File: src/rtl/acs_unit.sv
// Add-compare-select stage of a K=3, rate-1/2 (7,5) hard-decision Viterbi decoder.
// Updates four normalised path metrics and four sliding-window survivor paths per symbol.
module acs_unit #(
    parameter int unsigned PTR_W    = 3,
    parameter int unsigned METRIC_W = 4
) (
    input  logic                       clk,
    input  logic                       rst,
    input  logic                       valid_in,
    input  logic                       start_in,
    input  logic [1:0]                 symbol_in,
    output logic [(1 << PTR_W)-1:0]    updated_selected_branch_at_00,
    output logic [(1 << PTR_W)-1:0]    updated_selected_branch_at_01,
    output logic [(1 << PTR_W)-1:0]    updated_selected_branch_at_10,
    output logic [(1 << PTR_W)-1:0]    updated_selected_branch_at_11,
    output logic [METRIC_W-1:0]        new_branch_metric_00,
    output logic [METRIC_W-1:0]        new_branch_metric_01,
    output logic [METRIC_W-1:0]        new_branch_metric_10,
    output logic [METRIC_W-1:0]        new_branch_metric_11,
    output logic [PTR_W-1:0]           write_pointer_out,
    output logic                       valid_out
);

    localparam int unsigned PATH_W   = 1 << PTR_W;
    localparam int unsigned CAND_W   = METRIC_W + 1;
    localparam int unsigned N_STATES = 4;
    localparam logic [CAND_W-1:0] METRIC_MAX = CAND_W'((1 << METRIC_W) - 1);

    logic [METRIC_W-1:0] metric_q [N_STATES];
    logic [METRIC_W-1:0] metric_d [N_STATES];
    logic [PATH_W-1:0]   path_q   [N_STATES];
    logic [PATH_W-1:0]   path_d   [N_STATES];
    logic [PTR_W-1:0]    wp_q, wp_d;
    logic [PTR_W-1:0]    wp_out_q, wp_out_d;
    logic                valid_q, valid_d;

    logic [METRIC_W-1:0] base_metric [N_STATES];
    logic [PATH_W-1:0]   base_path   [N_STATES];
    logic [PTR_W-1:0]    wp_use;
    logic [CAND_W-1:0]   cand0       [N_STATES];
    logic [CAND_W-1:0]   cand1       [N_STATES];
    logic [CAND_W-1:0]   sel_cand    [N_STATES];
    logic [CAND_W-1:0]   norm_cand   [N_STATES];
    logic                choose_p1   [N_STATES];
    logic [CAND_W-1:0]   cand_min;

    // Predecessor of next state {a,b}: {b, sel}.
    function automatic logic [1:0] pred_of(input logic [1:0] ns, input logic sel);
        return {ns[0], sel};
    endfunction

    // Encoder output for transition pred -> ns; the input bit is ns[1].
    function automatic logic [1:0] expected_sym(input logic [1:0] pred, input logic [1:0] ns);
        return {ns[1] ^ pred[1] ^ pred[0], ns[1] ^ pred[0]};
    endfunction

    function automatic logic [1:0] branch_metric(input logic [1:0] rx, input logic [1:0] ex);
        logic [1:0] x;
        x = rx ^ ex;
        return {1'b0, x[1]} + {1'b0, x[0]};
    endfunction

    // A frame start replaces the trellis history with the reset condition.
    always_comb begin
        wp_use = start_in ? '0 : wp_q;
        for (int i = 0; i < N_STATES; i++) begin
            base_metric[i] = metric_q[i];
            base_path[i]   = path_q[i];
            if (start_in) begin
                base_metric[i] = (i == 0) ? '0 : '1;
                base_path[i]   = '0;
            end
        end
    end

    // Add, compare (tie keeps p0) and find the minimum survivor candidate.
    always_comb begin
        cand_min = '1;
        for (int i = 0; i < N_STATES; i++) begin
            cand0[i] = CAND_W'(base_metric[pred_of(2'(i), 1'b0)])
                     + CAND_W'(branch_metric(symbol_in, expected_sym(pred_of(2'(i), 1'b0), 2'(i))));
            cand1[i] = CAND_W'(base_metric[pred_of(2'(i), 1'b1)])
                     + CAND_W'(branch_metric(symbol_in, expected_sym(pred_of(2'(i), 1'b1), 2'(i))));
            choose_p1[i] = cand1[i] < cand0[i];
            sel_cand[i]  = choose_p1[i] ? cand1[i] : cand0[i];
            if (sel_cand[i] < cand_min) begin
                cand_min = sel_cand[i];
            end
        end
    end

    // Normalise, saturate and build the survivors; everything holds when idle.
    always_comb begin
        wp_d     = wp_q;
        wp_out_d = wp_out_q;
        valid_d  = valid_in;
        for (int i = 0; i < N_STATES; i++) begin
            metric_d[i]  = metric_q[i];
            path_d[i]    = path_q[i];
            norm_cand[i] = sel_cand[i] - cand_min;
        end
        if (valid_in) begin
            wp_d     = PTR_W'(wp_use + 1'b1);
            wp_out_d = wp_use;
            for (int i = 0; i < N_STATES; i++) begin
                metric_d[i] = (norm_cand[i] > METRIC_MAX) ? METRIC_MAX[METRIC_W-1:0]
                                                           : METRIC_W'(norm_cand[i]);
                path_d[i]   = base_path[pred_of(2'(i), choose_p1[i])];
                path_d[i][wp_use] = (i >= 2);
            end
        end
    end

    always_ff @(posedge clk or posedge rst) begin
        if (rst) begin
            for (int i = 0; i < N_STATES; i++) begin
                metric_q[i] <= (i == 0) ? '0 : '1;
                path_q[i]   <= '0;
            end
            wp_q     <= '0;
            wp_out_q <= '0;
            valid_q  <= 1'b0;
        end else begin
            for (int i = 0; i < N_STATES; i++) begin
                metric_q[i] <= metric_d[i];
                path_q[i]   <= path_d[i];
            end
            wp_q     <= wp_d;
            wp_out_q <= wp_out_d;
            valid_q  <= valid_d;
        end
    end

    assign updated_selected_branch_at_00 = path_q[0];
    assign updated_selected_branch_at_01 = path_q[1];
    assign updated_selected_branch_at_10 = path_q[2];
    assign updated_selected_branch_at_11 = path_q[3];
    assign new_branch_metric_00          = metric_q[0];
    assign new_branch_metric_01          = metric_q[1];
    assign new_branch_metric_10          = metric_q[2];
    assign new_branch_metric_11          = metric_q[3];
    assign write_pointer_out             = wp_out_q;
    assign valid_out                     = valid_q;

endmodule
File: config.mk
export PLATFORM = sky130hd
export DESIGN_NAME = acs_unit
export DESIGN_NICKNAME = d
export VERILOG_FILES = /design/src/rtl/acs_unit.sv
export SDC_FILE = /design/constraint.sdc
export NUM_CORES = 1
export LEC_CHECK = 0
export ABC_AREA = 1
export CAP_MARGIN = 20
export CORE_MARGIN = 4
export CORE_UTILIZATION = 53
export CTS_CLUSTER_DIAMETER = 30
export CTS_CLUSTER_SIZE = 40
export DETAILED_ROUTE_END_ITERATION = 8
export PLACE_DENSITY = 0.75
export SYNTH_ARGS = -nofsm -noshare
export SYNTH_HDL_FRONTEND = slang
export SYNTH_SLANG_ARGS = --single-unit
File: constraint.sdc
create_clock -name clk -period 6.5 [get_ports clk]
set_clock_uncertainty 0.15 [all_clocks]
set_input_delay 1.3 -clock clk [delete_from_list [all_inputs] [get_ports clk]]
set_output_delay 1.3 -clock clk [all_outputs]
set_load 0.01 [all_outputs]
## Word-level counts from Yosys, hierarchy flattened

Cells that the tools add are included.

- Add/sub/neg operators: 17
- Order comparisons: 18
- Muxes and demuxes: 35
- Bitwise logic cells: 12
- Reduce and logical (&&, ||, !) cells: 1

Operators by type and width:

| operator | count |
|---|---|
| $mux W8 | 12 |
| $bmux W8 S2 | 4 |
| $add A4 B2 Y5 | 8 |
| $mux W5 | 8 |
| $lt A5 B5 Y1 | 7 |
| $mux W4 | 8 |
| $gt A5 B4 Y1 const B | 4 |
| $sub A5 B5 Y5 | 4 |
| $and A8 B8 Y8 | 2 |
| $or A8 B8 Y8 | 2 |
| $ge A3 B3 Y1 const B | 4 |
| $add A1 B1 Y2 | 4 |
| $not A8 Y8 | 1 |
| $not A1 Y3 | 2 |
| $not A2 Y3 | 2 |
| $lt A5 B5 Y1 const B | 1 |
| $lt A3 B4 Y1 const B | 1 |
| $add A3 B1 Y3 const B | 1 |
| $demux W1 S3 | 1 |
| $ge A3 B1 Y1 const B | 1 |
| $mux W3 | 1 |
| $not A1 Y1 | 2 |
| $not A2 Y2 | 1 |
| $logic_and A1 B1 Y1 | 1 |
| $mux W1 | 1 |

- Bits in registers: 55
- Output and inout port bits: 52

## Longest topological paths before layout

Gate-level depths: netlist of the first run.

- Depth in word-level cells: 16
- Mapped depth: 58
- Depth with buffers taken out: 55

## Worst setup path before layout of the first run

Ideal clock, no wire load.

- Path type: input port to flip-flop
- Start point: input start_in
- End point: register metric_q, in the netlist new_branch_metric_00[0]
- Setup time: 0.117 ns
- Arrival time: 7.922 ns
- Setup slack: -1.690 ns
- Stages: 50
- Path buffers: 4
- Path through: buf_4 clkbuf_1 or2_2 ha_1 fa_1 xor2_1 ha_1 nand2_1 nand2_1 nand2_1 nand2_1 nor2_1 clkbuf_1 nand2_1 o21ai_0 inv_1 ha_1 a21boi_0 (+14 left out) ha_1 nand2_1 nor2_1 nand2_2 nand3_2 buf_6 o21ai_0 ha_1 inv_1 ha_1 inv_1 nand2_1 nand2_1 nand3_1 nand2_1 nand2_1 o21ai_1 inv_1

- Word-level cells in the longest chain between the ends: 15

RTL lines:

| element | line | source |
|---|---|---|
| start, declared | 10 | `input logic start_in,` |
| $mux W4 | 69 | `if (start_in) begin` |
| $add A4 B2 Y5, on equally long branches | 83, 81 |  |
| $lt A5 B5 Y1 | 84 | `choose_p1[i] = cand1[i] < cand0[i];` |
| $mux W5 | 85 | `sel_cand[i] = choose_p1[i] ? cand1[i] : cand0[i];` |
| $lt A5 B5 Y1 | 86 | `if (sel_cand[i] < cand_min) begin` |
| $mux W5 | 86 |  |
| $lt A5 B5 Y1 | 86 |  |
| $mux W5 | 86 |  |
| $lt A5 B5 Y1 | 86 |  |
| $mux W5 | 86 |  |
| $lt A5 B5 Y1 | 86 |  |
| $mux W5 | 86 |  |
| $sub A5 B5 Y5 (*) | 100 | `norm_cand[i] = sel_cand[i] - cand_min;` |
| $gt A5 B4 Y1 | 106 | `metric_d[i] = (norm_cand[i] > METRIC_MAX) ? METRIC_MAX[METRIC_W-1:0]` |
| $mux W4 (*) | 106 |  |
| end signal, assigned by index | 117 | `metric_q[i] <= (i == 0) ? '0 : '1;` |
| end signal, assigned by index | 125 | `metric_q[i] <= metric_d[i];` |
| end, declared | 29 | `logic [METRIC_W-1:0] metric_q [N_STATES];` |

Every way passes the cells marked *; elsewhere a longest branch is shown, timed or not.
A chain may end at the register's enable or synchronous reset.

## Final worst setup path of the first run

- Start point: input symbol_in[0]
- End point: register metric_q, in the netlist new_branch_metric_10[2]

- Word-level cells in the longest chain between the ends: 16

RTL lines:

| element | line | source |
|---|---|---|
| start, declared | 11 | `input logic [1:0] symbol_in,` |
| $not A2 Y2 (no source line) | -- |  |
| $add A1 B1 Y2 | 60 | `return {1'b0, x[1]} + {1'b0, x[0]};` |
| $add A4 B2 Y5 | 83 | `+ CAND_W'(branch_metric(symbol_in, expected_sym(pred_of(2'(i), 1'b1), 2'(i))));` |
| $lt A5 B5 Y1 | 84 |  |
| $mux W5 | 85 |  |
| $lt A5 B5 Y1 | 86 |  |
| $mux W5 | 86 |  |
| $lt A5 B5 Y1 | 86 |  |
| $mux W5 | 86 |  |
| $lt A5 B5 Y1 | 86 |  |
| $mux W5 | 86 |  |
| $lt A5 B5 Y1 | 86 |  |
| $mux W5 | 86 |  |
| $sub A5 B5 Y5 (*) | 100 |  |
| $gt A5 B4 Y1 | 106 |  |
| $mux W4 (*) | 106 |  |

Marked as above.

==> impl_metrics.toml, run 1 <==
[place]
gp_congestion = 0.925
hpwl_um = 15400
placed_area_sq_mm = 0.00800
numPortBuffers = 57

[die]
dieArea_sq_mm = 0.0125
rows = 37
die_y_um = 112
io_pins = 58
initial_core_util = 0.549
core_area_sq_mm = 0.0104
die_w_um = 112

[worst_setup_path]
crit_slowest_cell = "fa_2"
setup.worst_path.start_class = "primary input"
critical_path_class = "in2reg"
path_max_fanout = 6
critPathMaxStageDelay_ns = 0.38
r2r_cells = 48
end_kind = "flop"
cp.arrival_ns = 7.44
cp.required_ns = 6.63
crit_path_frequent_cell = "nand2_2"

[routing]
drc = 0
drtIter0Drc = 727
firstDrtPassIters = 6
routed-via-count = 7068
wirelength_um = 21200
antenna_left = 0
wl_per_cell_um = 16.7
via_per_inst = 5.57

[logic_synthesis]
yosysMostFrequentCell = "nand2_1"
netlist_area_sq_mm = 0.00569
synth_top_area_frac = 0.189
synthArstFlopShare = 1.00
synth.top_cells.by_area = "dfrtp_1 (19%), nand2_1 (15%), ha_1 (11%)"
netlist-cell-type-count = 39
synth-edff-count = 0
syn_inst = 867
synth_common_cells = "nand2_1 (231), inv_1 (149), nand3_1 (67)"
synth_top_area_cell = "dfrtp_1"
synth-seq-cells = 55
yosysSeqAreaShare = 0.245
postSynthAreaPerCell_sq_um = 6.56
syn_nets = 929
synthFlopType = "dfrtp_1"
synth_warnings = 0

[sta]
worstMarginPinSlew_ns = 0.953
relSlewSlack = 0.358
clock.fmax_mhz = 137
fin_ws_ns = -0.810
final.period_utilization = 1.12
final.min_clock_period_ns = 7.31
rsz0062_at_grt = "true"
slew_viol_final = 0
finalHoldViolations = 0
setup_viol = 16

[layout]
multi_input_area_sq_mm = 0.00426
n_antenna_cell = 0
seqCellArea_sq_mm = 0.00139
finalNetCount = 1194
drive_above_1_share = 0.379
n_fill_cell = 614
final_cell_area_sq_mm = 0.00890
syn2layout_area_growth_pct = 56.4

[global_route]
grt_overflow_total = 0
grt_use_total = 0.331
grt_max_degree = 73
grt_pass1_wl_um = 34000
grt_pass1_vias = 7154
antenna_found_initial = 0

[clocking]
clk_pin_slew_worst_paths_ns = 0.13
cts_made_buffers = 5
clock-root-buffer = "clkbuf_8"
cts_tree = "yes"
cts_sinks = 55
clock_path_buffers = 2
clk_latency_ns = 0.33
htreeDepth = 2

[worst_hold_path]
hold_path_class = "reg2reg"
holdPathStages = 2

[outcome]
status = "complete, but fails checks"
violations = "setup timing"

[job]
maxCapViolations = 0
## cell families after synthesis
family	Yosys count	share of synthesized area
AO/OA/AOI/OAI	142	0.149
AND/OR/NAND/NOR	412	0.326
buffers and inverters	189	0.128
adder cells (fa/ha/maj)	56	0.131
XOR/XNOR	13	0.0213
flip-flops	55	0.245
## worst paths after layout
kind / endpoint / slack (ns) / start
worst max-delay path: new_branch_metric_10[2] / -0.81 / symbol_in[0]
worst min-delay path: new_branch_metric_11[3] / 0.33 / new_branch_metric_11[3]
worst max register to register: new_branch_metric_10[2] / -0.08 / new_branch_metric_11[0]
worst min register to register: new_branch_metric_11[3] / 0.33 / new_branch_metric_11[3]
max in group asynchronous: new_branch_metric_01[0] / 4.13 / rst
min in group asynchronous: write_pointer_out[1] / 1.17 / rst
## cell usage in the layout, fill, tap and decap left out, types with 25 or more instances in the layout
cell and n:
a21oi_1 43, nand2_1 191, o32ai_1 25, nand2_2 52
nor2_1 34, inv_1 129, buf_4 218, clkdlybuf4s50_1 53
o21ai_0 30, nand3_1 59, ha_1 26, dfrtp_1 43
## final cells by class
type,instances,area share
Multi-Input combinational cell,623,0.479
Timing Repair Buffer,286,0.263
Sequential cell,55,0.156
Inverter,161,0.0707
Tap cell,136,0.0191
Clock buffer,5,0.00774
Clock inverter,3,0.00380
## critical path: cells and delay by family
kind | cells | cell delay [ns]
XOR/XNOR | 1 | 0.17
adder cells (fa/ha/maj) | 8 | 2.03
buffers and inverters | 11 | 0.97
AO/OA/AOI/OAI | 6 | 0.74
AND/OR/NAND/NOR | 25 | 2.21
## per-layer routing
metal  global-route usage  part of all wire
met2                0.589              0.50
met1                0.396              0.38
met5                    0                 0
met3               0.0576             0.079
met4                0.135             0.036
## flip-flops by register name (all words and copies together), names as in the netlist
signal and count:
new_branch_metric_00 4, new_branch_metric_01 4, new_branch_metric_10 4, new_branch_metric_11 4
updated_selected_branch_at_00 8, updated_selected_branch_at_01 8, updated_selected_branch_at_10 8, updated_selected_branch_at_11 8
valid_out 1, wp_q 3, write_pointer_out 3
## timing repair
item,4_1_cts,5_1_grt
gates cloned,0,0
gates resized for setup,108,43
setup endpoints to repair,16,16
setup buffers,26,5
pin swaps,79,51
hold buffers,0,0
## metrics by stage
stage                     TNS (ns)   util  cells  hold slack, ns  setup WS (ns)
after floorplan             -15.12      -    867           0.327         -0.962
after global placement      -23.48  0.771   1230           0.319          -1.59
after detailed placement    -27.27  0.771   1230           0.320          -1.78
after CTS                    -9.82  0.837   1264           0.336         -0.681
after global routing        -16.97  0.858   1269           0.381          -1.12
final                       -11.97  0.858   1269           0.334         -0.810
Power of run 1 is left out: the tool's default activity adds up to more than one toggle a clock period on the data nets, which glitch-free logic cannot reach.
==> run 2, diff against run 1 <==
--- a/config.mk
+++ b/config.mk
@@ -13,6 +13,7 @@
 export CTS_CLUSTER_SIZE = 40
 export DETAILED_ROUTE_END_ITERATION = 8
 export PLACE_DENSITY = 0.75
+export SLEW_MARGIN = 10
 export SYNTH_ARGS = -nofsm -noshare
 export SYNTH_HDL_FRONTEND = slang
 export SYNTH_SLANG_ARGS = --single-unit
==> constraint.sdc (replaced) <==
create_clock -name clk -period 6.5 [get_ports clk]
set_clock_uncertainty 0.15 [all_clocks]
set_input_delay 1.3 -clock clk [delete_from_list [all_inputs] [get_ports clk]]
set_output_delay 1.3 -clock clk [all_outputs]
set_load 0.02 [all_outputs]
==> run 2 against run 1 <==
Against the previous run: worst hold slack better by 0.051 ns; fmax is 3.8% lower; via count is 9.3% higher; register-to-register slack worse by 0.32 ns; final cell count is 0.71% higher; flip-flop and latch count stayed put; the run still ends with setup timing left; global-route usage hardly changed; setup slack worse by 0.29 ns; count of clock-buffer cells in the layout stayed put.
==> impl_metrics.toml, run 2 (synthesis gave the netlist of run 1 again) <==
[clocking]
clock_path_buffers = 2
clk_pin_slew_worst_paths_ns = 0.11
cts_made_buffers = 5
clk_latency_ns = 0.32
cts_sinks = 55
cts_tree = "yes"
htreeDepth = 2
clock-root-buffer = "clkbuf_8"
holdBufCountCts = 0

[outcome]
status = "complete, but fails checks"
violations = "setup timing"

[sta]
clock.fmax_mhz = 132
final.min_clock_period_ns = 7.60
final.period_utilization = 1.17
finalHoldViolations = 0
setup_viol = 16
fin_ws_ns = -1.10
worstMarginPinSlew_ns = 0.773
relSlewSlack = 0.484
slew_viol_final = 0
rsz0062_at_grt = "true"

[job]
maxCapViolations = 0

[global_route]
grt_overflow_total = 0
grt_max_degree = 72
grt_use_total = 0.331
antenna_found_initial = 0
grt_pass1_wl_um = 34000
grt_pass1_vias = 7128

[layout]
finalNetCount = 1203
layout_commonest_cell = "buf_4"
final_cell_area_sq_mm = 0.00920
final_cell_count_no_fill = 1278
drive_above_1_share = 0.413
n_antenna_cell = 0
layout_common_cells = "buf_4 (226), nand2_1 (177), inv_1 (124)"
syn2layout_area_growth_pct = 61.8

[place]
placed_area_sq_mm = 0.00786
gp_congestion = 1.01
hpwl_um = 15200
dpl_worst_slack_ns = -1.76
dp.cells = 1214
numPortBuffers = 57

[routing]
routed-via-count = 7724
wirelength_um = 25100
firstDrtPassIters = 6
drc = 0
antenna_left = 0
wl_per_cell_um = 19.6
drtIter0Drc = 998
via_per_inst = 6.04

[worst_hold_path]
hold_path_class = "reg2reg"

[worst_setup_path]
setup.worst_path.start_class = "primary input"
cp.required_ns = 6.57
critical_path_class = "in2reg"
cp.arrival_ns = 7.66
end_kind = "flop"
critPathMaxStageDelay_ns = 0.39
path_max_fanout = 5
crit_slowest_cell = "fa_2"

[die]
core_area_sq_mm = 0.0104
dieArea_sq_mm = 0.0125
rows = 37
die_y_um = 112
io_pins = 58
initial_core_util = 0.549
die_w_um = 112
run 2: cell count changes in the layout (fill, tap and decap cells not counted), moves of 3 or more:
cell     delta
nor2_2      +6
nand2_2     +6
nor2_1      -5
ha_1        -4
nand3_2     +4
nand3_1     -5
o21ai_1     -3
ha_4        +5
nand2_1    -14
inv_1       -5
buf_4       +8
inv_4       +3
nand2_4     +6
run 2: worst max-delay path: cells and delay by family:
kind | cells | cell delay, ns
AOI/OAI and AO/OA | 7 | 1.05
adders and majority gates | 9 | 2.16
xor gates and xnor gates | 1 | 0.17
buffers and inverters | 11 | 0.87
and+or+nand+nor | 21 | 2.08
run 2: final timing paths:
path	startpoint	end	slack (ns)	depth (start not counted)
setup / recovery	symbol_in[0]	new_branch_metric_11[2]	-1.10	49
hold / removal	new_branch_metric_11[1]	new_branch_metric_11[1]	0.38	2
setup reg to reg	new_branch_metric_11[0]	new_branch_metric_11[2]	-0.40	46
hold reg to reg	new_branch_metric_11[1]	new_branch_metric_11[1]	0.38	2
max in group asynchronous	rst	updated_selected_branch_at_01[7]	4.39	3
min in group asynchronous	rst	write_pointer_out[1]	1.34	3
run 2: area by class of cell:
type,count,area (sq um)
Clock inverter,3,50.0
Inverter,161,637
Fill cell,512,1170
Clock buffer,5,68.8
Multi-Input combinational cell,623,4470
Sequential cell,55,1390
Tap cell,136,170
Timing Repair Buffer,295,2420
run 2: timing repair:
action	in CTS	in global routing
resized for setup	101	104
endpoints found under the setup margin	16	16
pin swaps	74	94
buffers inserted	37	19
run 2: stage by stage:
stage | TNS (ns) | utilization | hold WS [ns]
finish | -14.28 | 0.888 | 0.384
global route | -19.29 | 0.888 | 0.392
CTS | -9.89 | 0.830 | 0.352
detailed placement | -27.22 | 0.758 | 0.329
global placement | -21.70 | 0.758 | 0.323
floorplan | -15.12 | - | 0.355
run 2: routing by layer:
layer | routed length, um | share of wire | vias up | global-route usage
li1 | - | - | 3353 | -
met1 | 8540 | 0.34 | 3579 | 0.407
met2 | 11900 | 0.47 | 579 | 0.591
met3 | 2610 | 0.10 | 213 | 0.0451
met4 | 2020 | 0.080 | 0 | 0.122
met5 | 0 | 0 | - | 0
Power of run 2 is left out for the same reason.
==> run 3, diff against run 2 <==
--- a/config.mk
+++ b/config.mk
@@ -17,3 +17,4 @@
 export SYNTH_ARGS = -nofsm -noshare
 export SYNTH_HDL_FRONTEND = slang
 export SYNTH_SLANG_ARGS = --single-unit
+export TNS_END_PERCENT = 50
==> run 3 against run 2 <==
Against the previous run: count of clock-buffer cells in the layout stayed put; largest cell class unchanged; the flow still finishes with violations (setup timing); worst hold slack worse by 0.038 ns; global-route usage is 0.076 points higher.
==> impl_metrics.toml, run 3 (synthesis gave the netlist of run 1 again) <==
[sta]
final.min_clock_period_ns = 7.25
finalHoldViolations = 0
setup_viol = 16
relSlewSlack = 0.515
slew_viol_final = 0
clock.fmax_mhz = 138
whs_ns = 0.347
rsz0062_at_grt = "true"
worstMarginPinSlew_ns = 0.728
fin_ws_ns = -0.753
final.period_utilization = 1.12

[outcome]
violations = "setup timing"
status = "complete, but fails checks"

[place]
placed_area_sq_mm = 0.00790
hpwl_um = 15000
gp_congestion = 1.03
numPortBuffers = 57

[routing]
drtIter0Drc = 626
firstDrtPassIters = 7
routed-via-count = 7015
drc = 0
via_per_inst = 5.57
antenna_left = 0
wl_per_cell_um = 16.8
wirelength_um = 21200

[die]
dieArea_sq_mm = 0.0125
die_y_um = 112
core_area_sq_mm = 0.0104
rows = 37
io_pins = 58
die_w_um = 112
initial_core_util = 0.549

[job]
maxCapViolations = 0

[layout]
layout_commonest_cell = "buf_4"
n_fill_cell = 646
seqCellArea_sq_mm = 0.00139
final_cell_area_sq_mm = 0.00875
layout_common_cells = "buf_4 (207), nand2_1 (195), inv_1 (131)"
drive_above_1_share = 0.364
syn2layout_area_growth_pct = 53.9
finalNetCount = 1184
utilization = 0.844
multi_input_area_sq_mm = 0.00421
n_antenna_cell = 0

[worst_setup_path]
critical_path_class = "in2reg"
end_kind = "flop"
cp_num_buf_inv = 9
cp.arrival_ns = 7.38
path_max_fanout = 6
critPathMaxStageDelay_ns = 0.40
cp_top_family = "simple AND/OR/NAND/NOR gates"
crit_slowest_cell = "fa_2"
cp.required_ns = 6.62
setup.worst_path.start_class = "primary input"

[clocking]
clock_path_buffers = 2
clock-root-buffer = "clkbuf_8"
htreeDepth = 2
holdBufCountCts = 0
clk_pin_slew_worst_paths_ns = 0.11
cts_tree = "yes"
cts_sinks = 55
clk_latency_ns = 0.33
cts_made_buffers = 5

[worst_hold_path]
hold_path_class = "reg2reg"

[global_route]
grt_pass1_vias = 7217
grt_overflow_total = 0
grt_max_degree = 72
grt_use_total = 0.332
antenna_found_initial = 0
grt_pass1_wl_um = 34200
run 3: per-stage QoR:
step           instances  setup WS [ns]  setup TNS (ns)
2_1_floorplan        867         -0.962          -15.12
3_3_place_gp        1219          -1.49          -22.02
3_5_place_dp        1219          -1.75          -26.18
4_1_cts             1254         -0.502           -7.36
5_1_grt             1259          -1.04          -16.09
6_report            1259         -0.753          -10.96
run 3: worst paths after layout:
path	startpoint	endpoint	slack, ns	cells past startpoint
worst max-delay path	symbol_in[1]	new_branch_metric_11[0]	-0.75	52
worst min-delay path	new_branch_metric_11[0]	new_branch_metric_11[0]	0.35	2
worst max register to register	new_branch_metric_11[0]	new_branch_metric_11[0]	0	49
worst min register to register	new_branch_metric_11[0]	new_branch_metric_11[0]	0.35	2
max in group asynchronous	rst	new_branch_metric_00[0]	4.38	3
min in group asynchronous	rst	updated_selected_branch_at_00[0]	1.31	3
run 3: worst reg2reg max path: cells and delay by family, from the launching register on:
family / cells / cell delay, ns
XOR/XNOR: 1 / 0.21
AND/OR/NAND/NOR: 28 / 2.47
AO/OA/AOI/OAI: 6 / 0.74
flip-flops: 1 / 0.57
adder cells (fa/ha/maj): 8 / 1.88
buffers and inverters: 6 / 0.44
run 3: timing repair:
item / 4_1_cts / 5_1_grt
endpoints found under the setup margin: 16 / 16
setup buffers: 27 / 6
resized for setup: 121 / 19
gates cloned: 0 / 0
pin swaps: 80 / 30
run 3: metal layers:
| metal | global-route usage | vias up | wire length (um) |
|---|---|---|---|
| met5 | 0 | - | 0 |
| met1 | 0.399 | 3294 | 8510 |
| met4 | 0.170 | 0 | 1100 |
| met2 | 0.573 | 321 | 10300 |
| met3 | 0.0543 | 93 | 1280 |
| li1 | - | 3307 | - |
run 3: final cells by class:
type,instances,share of cell area
Sequential cell,55,0.159
Timing Repair Buffer,276,0.258
Clock inverter,3,0.00386
Multi-Input combinational cell,623,0.481
Clock buffer,5,0.00786
Inverter,161,0.0711
Tap cell,136,0.0194
Power of run 3 is left out for the same reason.
